## src/rtl/music_pkg.sv

```systemverilog
// Shared widths, metadata field positions and FSM state codes for the music player blocks.
package music_pkg;

    localparam int unsigned NOTE_W           = 6;
    localparam int unsigned DUR_W            = 6;
    localparam int unsigned META_OVERLAP_BIT = 0;

    localparam logic [NOTE_W-1:0] NOTE_REST = '0;

    localparam logic [1:0] StIdle = 2'd0;
    localparam logic [1:0] StLoad = 2'd1;
    localparam logic [1:0] StWait = 2'd2;
    localparam logic [1:0] StDone = 2'd3;

endpackage

```

## src/rtl/voice_slot.sv

```systemverilog
// One voice: held note code, remaining-beat counter and sounding flag.
module voice_slot
    import music_pkg::*;
(
    input  logic              clk,
    input  logic              reset,
    input  logic              load,
    input  logic              beat_en,
    input  logic              flush,
    input  logic [NOTE_W-1:0] load_note,
    input  logic [DUR_W-1:0]  load_dur,
    output logic [NOTE_W-1:0] note,
    output logic              active,
    output logic [DUR_W-1:0]  remaining
);

    logic [NOTE_W-1:0] note_q;
    logic [DUR_W-1:0]  cnt_q;
    logic              active_q;

    // Flush beats load beats decrement; the note code is kept after release.
    always_ff @(posedge clk or negedge reset) begin
        if (!reset) begin
            note_q   <= '0;
            cnt_q    <= '0;
            active_q <= 1'b0;
        end else if (flush) begin
            cnt_q    <= '0;
            active_q <= 1'b0;
        end else if (load) begin
            note_q   <= load_note;
            cnt_q    <= load_dur;
            active_q <= 1'b1;
        end else if (beat_en && active_q && (cnt_q != '0)) begin
            cnt_q <= cnt_q - 1'b1;
            if (cnt_q == DUR_W'(1)) begin
                active_q <= 1'b0;
            end
        end
    end

    assign note      = note_q;
    assign active    = active_q;
    assign remaining = cnt_q;

endmodule

```

## src/rtl/voice_scheduler.sv

```systemverilog
// Assigns song-reader notes to voice slots, steals when full, and times song-level note length.
module voice_scheduler
    import music_pkg::*;
#(
    parameter int unsigned NUM_VOICES = 3
) (
    input  logic                         clk,
    input  logic                         reset,
    input  logic                         play,
    input  logic                         beat,
    input  logic                         new_note,
    input  logic [NOTE_W-1:0]            note,
    input  logic [DUR_W-1:0]             duration,
    input  logic [2:0]                   metadata,
    input  logic                         song_done,
    output logic                         note_done,
    output logic [NUM_VOICES-1:0]        voice_load,
    output logic [NUM_VOICES*NOTE_W-1:0] voice_note,
    output logic [NUM_VOICES-1:0]        voice_active,
    output logic                         busy
);

    logic [1:0]        state_q, state_d;
    logic [NOTE_W-1:0] note_q;
    logic [DUR_W-1:0]  dur_q;
    logic              overlap_q;
    logic [DUR_W-1:0]  timer_q, timer_d;
    logic              tick;
    logic              do_load;
    logic [NUM_VOICES-1:0] alloc_onehot;
    logic [DUR_W-1:0]  remaining [NUM_VOICES];
    logic              unused_meta;

    assign unused_meta = ^metadata[2:1];
    assign tick        = beat & play;

    // Lowest free voice, else the voice closest to release (lowest index on ties).
    always_comb begin : alloc
        logic             found;
        int               sel;
        logic [DUR_W-1:0] best;
        found = 1'b0;
        sel   = 0;
        best  = remaining[0];
        for (int i = 0; i < int'(NUM_VOICES); i++) begin
            if (!found && !voice_active[i]) begin
                found = 1'b1;
                sel   = i;
            end
        end
        if (!found) begin
            for (int i = 1; i < int'(NUM_VOICES); i++) begin
                if (remaining[i] < best) begin
                    best = remaining[i];
                    sel  = i;
                end
            end
        end
        alloc_onehot = '0;
        for (int i = 0; i < int'(NUM_VOICES); i++) begin
            alloc_onehot[i] = (i == sel);
        end
    end

    assign do_load    = (state_q == StLoad) && (note_q != NOTE_REST) && (dur_q != '0) && !song_done;
    assign voice_load = do_load ? alloc_onehot : '0;
    assign note_done  = (state_q == StDone) && !song_done;
    assign busy       = (state_q != StIdle);

    always_comb begin
        state_d = state_q;
        timer_d = timer_q;
        if (song_done) begin
            state_d = StIdle;
            timer_d = '0;
        end else begin
            case (state_q)
                StIdle: begin
                    if (new_note) begin
                        state_d = StLoad;
                    end
                end
                StLoad: begin
                    if ((dur_q == '0) || overlap_q) begin
                        state_d = StDone;
                    end else begin
                        timer_d = dur_q;
                        state_d = StWait;
                    end
                end
                StWait: begin
                    if (tick && (timer_q != '0)) begin
                        timer_d = timer_q - 1'b1;
                        if (timer_q == DUR_W'(1)) begin
                            state_d = StDone;
                        end
                    end
                end
                StDone:  state_d = StIdle;
                default: state_d = StIdle;
            endcase
        end
    end

    always_ff @(posedge clk or negedge reset) begin
        if (!reset) begin
            state_q   <= StIdle;
            timer_q   <= '0;
            note_q    <= '0;
            dur_q     <= '0;
            overlap_q <= 1'b0;
        end else begin
            state_q <= state_d;
            timer_q <= timer_d;
            if ((state_q == StIdle) && new_note && !song_done) begin
                note_q    <= note;
                dur_q     <= duration;
                overlap_q <= metadata[META_OVERLAP_BIT];
            end
        end
    end

    for (genvar g = 0; g < int'(NUM_VOICES); g++) begin : g_voice
        voice_slot u_slot (
            .clk       (clk),
            .reset     (reset),
            .load      (voice_load[g]),
            .beat_en   (tick),
            .flush     (song_done),
            .load_note (note_q),
            .load_dur  (dur_q),
            .note      (voice_note[g*NOTE_W +: NOTE_W]),
            .active    (voice_active[g]),
            .remaining (remaining[g])
        );
    end

endmodule

```

## config.mk

```make
export PLATFORM = sky130hd
export DESIGN_NAME = voice_scheduler
export DESIGN_NICKNAME = d
export VERILOG_FILES = /design/src/rtl/music_pkg.sv /design/src/rtl/voice_slot.sv /design/src/rtl/voice_scheduler.sv
export SDC_FILE = /design/constraint.sdc
export NUM_CORES = 1
export LEC_CHECK = 0
export ABC_AREA = 1
export BUFFER_PORTS_ARGS = -buffer_cell sky130_fd_sc_hd__buf_2
export CAP_MARGIN = 25
export CORE_ASPECT_RATIO = 0.75
export CORE_MARGIN = 4
export CORE_UTILIZATION = 30
export DETAILED_ROUTE_END_ITERATION = 8
export PLACE_DENSITY = 0.57
export SYNTH_ARGS = -nofsm -noshare
export SYNTH_HDL_FRONTEND = slang
export SYNTH_SLANG_ARGS = --single-unit
```

## constraint.sdc

```tcl
create_clock -name clk -period 5.88 [get_ports clk]
set_input_delay 0 -clock clk [delete_from_list [all_inputs] [get_ports clk]]
set_output_delay 0 -clock clk [all_outputs]
set_load 0.05 [all_outputs]
```

==> impl_metrics.toml <==
[clock_network]
cts-buffers-inserted = 9
cts-resized-gates = 0
clock_sinks = 60
cts_root_buffer = "sky130_fd_sc_hd__clkbuf_16"
cts_tree = "built"
clk_latency_ps = 330
clk_pin_slew_ps = 50
cts_htree_levels = 3
cts.path.max_buffers = 2

[critical_path]
worst-path-max-fanout = 20
critical_path_class = "flop to primary output"
rr_endpoint = "g_voice[2].u_slot.remaining[5]"
timing.critical_path.required_ps = 5880
reg2reg_setup_slack_ps = 2380
path_common_cell = "sky130_fd_sc_hd__nand2_2"
crit_end = "voice_load[2]"
cpMaxStageDelayCell = "sky130_fd_sc_hd__dfrtp_1"
critPathMaxStageDelay_ps = 400
worst_path_dominant_cell_family = "simple AND/OR/NAND/NOR gates"
worst_r2r_startpoint = "g_voice[0].u_slot.remaining[3]"
critical_path.n_buffers_inverters = 3
worstSetupEndpointType = "primary output"
cp_data_arrival_time_ps = 3520
worst-r2r-cell-count = 19
critical_path.cell_chain = "inv_1 > ha_1 > nand2_1 > nand2_1 > a21oi_2 > nand2_2 > o21ai_0 > ha_1 > a21oi_1 > nor2_1 > a211oi_1 > nand2_2 > nand2_2 > nand3_2 > inv_2 > buf_2"
startpoint = "g_voice[0].u_slot.remaining[3]"
timing.critical_path.depth = 16
timing.critical_path.from_type = "flop"

[drt]
ant_nets = 0
drtPass1Iterations = 4
num_vias = 3136
first_iter_violations = 207
remaining_drc_errors = 0
wl_per_cell_um = 13.5
detail_route.vias_per_cell = 4.71
route.final.wire_length_um = 8990

[place]
placer_congestion_estimate = 0.815
numPlacedInstances = 638
dpl.hpwl_um = 6690
pre_cts_slack_ps = 2410
io_buffer_count = 44

[finish]
layout.nets = 548
fillerInstances = 1204
n_antenna_cell = 0
finish.cell_count_without_fillers = 666
syn_to_final_growth_pct = 20.6
post_route_cells_drive_above_1_share_pct = 15.9

[synth]
syn-mean-instance-area_um2 = 8.01
number_of_distinct_standard_cells_referenced_by_the_synthesized_netlist = 32
async_reset_ff_share_pct = 100
synth.yosys.seq_area_share_pct = 41.8
post_synth_inst_count = 449
synth.yosys.warnings = 0
synth.cell_area_um2 = 3590
synth_enable_flop_cells = 0
ys_ff_latch = 60
synth_ff_type = "sky130_fd_sc_hd__dfrtp_1"
syn-num-nets = 496

[timing]
worstMarginPinSlew_ps = 843
finalSetupViolCount = 0
rsz0062_at_grt = "false"
final.setup.worst_slack_ps = 2360
maxClockFrequency_mhz = 284
worst_slew_margin_rel_pct = 43.7
timing.final.crit_period_ps = 3520
period_share_pct = 59.9
setup_total_negative_slack_ps = 0
clock-skew-final_ps = 10.7
worst_hold_slack_ps = 55.7
hold_viol = 0
final_slew_viol_count = 0

[floorplanning]
fp.dieArea_um2 = 13800
fp.coreArea_um2 = 11700
floorplan.initialDensity_pct = 30.8
io_pins = 47
std_cell_rows = 34
die_width_um = 134
chipHeight_um = 103

[flow_run]
drv.max_cap_violation_count = 0

[grt]
grt_remaining_overflow = 0
largest_net_degree_at_the_start_of_global_routing = 61
grt_antenna_before_repair = 0
grt_pass1_wl_um = 14800
grt_usage_pct = 13.7
first_global_vias = 3024

[pwr]
peakVddDrop_mv = 0.181
p_total_w = 0.00253
power_density_nw_per_um2 = 583
power.leakage_nw = 2.20

[outcome]
result_of_the_run = "finished, final reports clean"

[hold_path]
min_path_type = "primary input to flop"
[logic make-up (layout without fill, tap and decap cells)]
| kind of cell | Yosys count | after routing | share of synthesized area [%] |
|---|---|---|---|
| AOI/OAI and AO/OA | 91 | 91 | 13.6 |
| xor gates and xnor gates | 11 | 11 | 2.68 |
| adders and majority gates | 26 | 26 | 9.05 |
| buffers and inverters | 74 | 129 | 9.19 |
| DFF | 60 | 60 | 41.8 |
| muxes | 2 | 2 | 0.626 |
| and+or+nand+nor | 185 | 185 | 23.1 |
[cells in the final DEF (no fill, tap or decap)]
cell type and count:
sky130_fd_sc_hd__nor2_1 27, sky130_fd_sc_hd__a31oi_1 1, sky130_fd_sc_hd__dlygate4sd3_1 14, sky130_fd_sc_hd__a21oi_2 1
sky130_fd_sc_hd__clkbuf_16 9, sky130_fd_sc_hd__nand2_1 105, sky130_fd_sc_hd__nand4_1 5, sky130_fd_sc_hd__a211oi_1 3
sky130_fd_sc_hd__buf_4 1, sky130_fd_sc_hd__a311oi_1 1, sky130_fd_sc_hd__clkinv_2 1, sky130_fd_sc_hd__nor4_1 2
sky130_fd_sc_hd__clkbuf_1 1, sky130_fd_sc_hd__nand4_2 1, sky130_fd_sc_hd__o21ai_0 51, sky130_fd_sc_hd__inv_1 53
sky130_fd_sc_hd__o21ai_1 3, sky130_fd_sc_hd__mux2_2 2, sky130_fd_sc_hd__nand3_2 2, sky130_fd_sc_hd__nor2_4 1
sky130_fd_sc_hd__clkbuf_8 2, sky130_fd_sc_hd__or2_2 1, sky130_fd_sc_hd__xnor2_1 1, sky130_fd_sc_hd__nand3_4 1
sky130_fd_sc_hd__nand2_4 2, sky130_fd_sc_hd__inv_2 3, sky130_fd_sc_hd__nand2_2 8, sky130_fd_sc_hd__ha_1 26
sky130_fd_sc_hd__a21oi_1 17, sky130_fd_sc_hd__o22ai_1 14, sky130_fd_sc_hd__buf_2 44, sky130_fd_sc_hd__nand3_1 26
sky130_fd_sc_hd__xor2_1 10, sky130_fd_sc_hd__nor3_1 4, sky130_fd_sc_hd__bufinv_16 1, sky130_fd_sc_hd__dfrtp_1 60
[Yosys cell counts (4+ instances only)]
master,number,share of area (%)
sky130_fd_sc_hd__nand4_1,5,0.87
sky130_fd_sc_hd__nand2_2,8,1.4
sky130_fd_sc_hd__buf_4,7,1.5
sky130_fd_sc_hd__dfrtp_1,60,42
sky130_fd_sc_hd__clkbuf_1,5,0.52
sky130_fd_sc_hd__ha_1,26,9.0
sky130_fd_sc_hd__inv_1,53,5.5
sky130_fd_sc_hd__a21oi_1,17,2.4
sky130_fd_sc_hd__nor3_1,4,0.56
sky130_fd_sc_hd__o22ai_1,14,2.4
sky130_fd_sc_hd__nand2_1,105,11
sky130_fd_sc_hd__nand3_1,26,3.6
sky130_fd_sc_hd__xor2_1,10,2.4
sky130_fd_sc_hd__nor2_1,27,2.8
sky130_fd_sc_hd__o21ai_0,51,7.1
[metal layers]
metal  share of wire (%)  wire [um]  GRT usage, %  vias to the layer above
li1                    -          -             -                     1573
met1                  50       4530          19.3                     1476
met2                  42       3740          19.9                       66
met3                 5.5        497          4.00                       21
met4                 2.4        218          5.24                        0
met5                   0          0             0                        -
[layout make-up]
| cell class | count | area, um^2 | area share, % |
|---|---|---|---|
| multi-input cells | 315 | 1760 | 40.7 |
| inverters | 56 | 210 | 4.85 |
| clock buffers | 12 | 256 | 5.91 |
| repair buffers | 59 | 368 | 8.48 |
| flip-flops and latches | 60 | 1500 | 34.6 |
| clock inverters | 2 | 35.0 | 0.808 |
| well taps | 162 | 203 | 4.67 |
[power by group]
part | internal [W] | switching, W
combinational | 0.000406 | 0.000868
clock | 0.000345 | 0.000174
sequential | 0.000582 | 0.000155
[worst min-delay path by stage]
stage,startpoint,end,slack [ps],cells past startpoint
2_1_floorplan,reset,dur_q[0],-300,0
3_3_place_gp,reset,overlap_q,200,2
3_5_place_dp,reset,overlap_q,220,2
4_1_cts,song_done,g_voice[0].u_slot.active,50,2
5_1_grt,song_done,g_voice[0].u_slot.active,80,2
6_report,song_done,g_voice[0].u_slot.active,60,2
[worst reg2reg max path: cells and delay by family, from the launching register on]
family	cells	cell delay, ps
buffers and inverters	2	200
AND/OR/NAND/NOR	10	1380
flip-flops	1	400
AO/OA/AOI/OAI	5	850
adder cells (fa/ha/maj)	2	590
[state kept, by name, summed over array words and instances, names as in the netlist]
register,count
g_voice.u_slot.note,18
note_q,6
state_q,2
dur_q,6
overlap_q,1
timer_q,6
g_voice.u_slot.remaining,18
g_voice.u_slot.active,3
[stage by stage]
step | utilization (%) | area, um^2
after floorplan | - | 3590
after global placement | 33.5 | 3910
after detailed placement | 33.5 | 3910
after CTS | 37.2 | 4340
after global routing | 37.2 | 4340
final | 37.2 | 4340
[timing repair]
item                                   in CTS  in global routing
setup buffers                               0                  0
endpoints found under the hold margin      73                  0
hold buffers                               14                  0
Power figures use the tool's default switching activity.
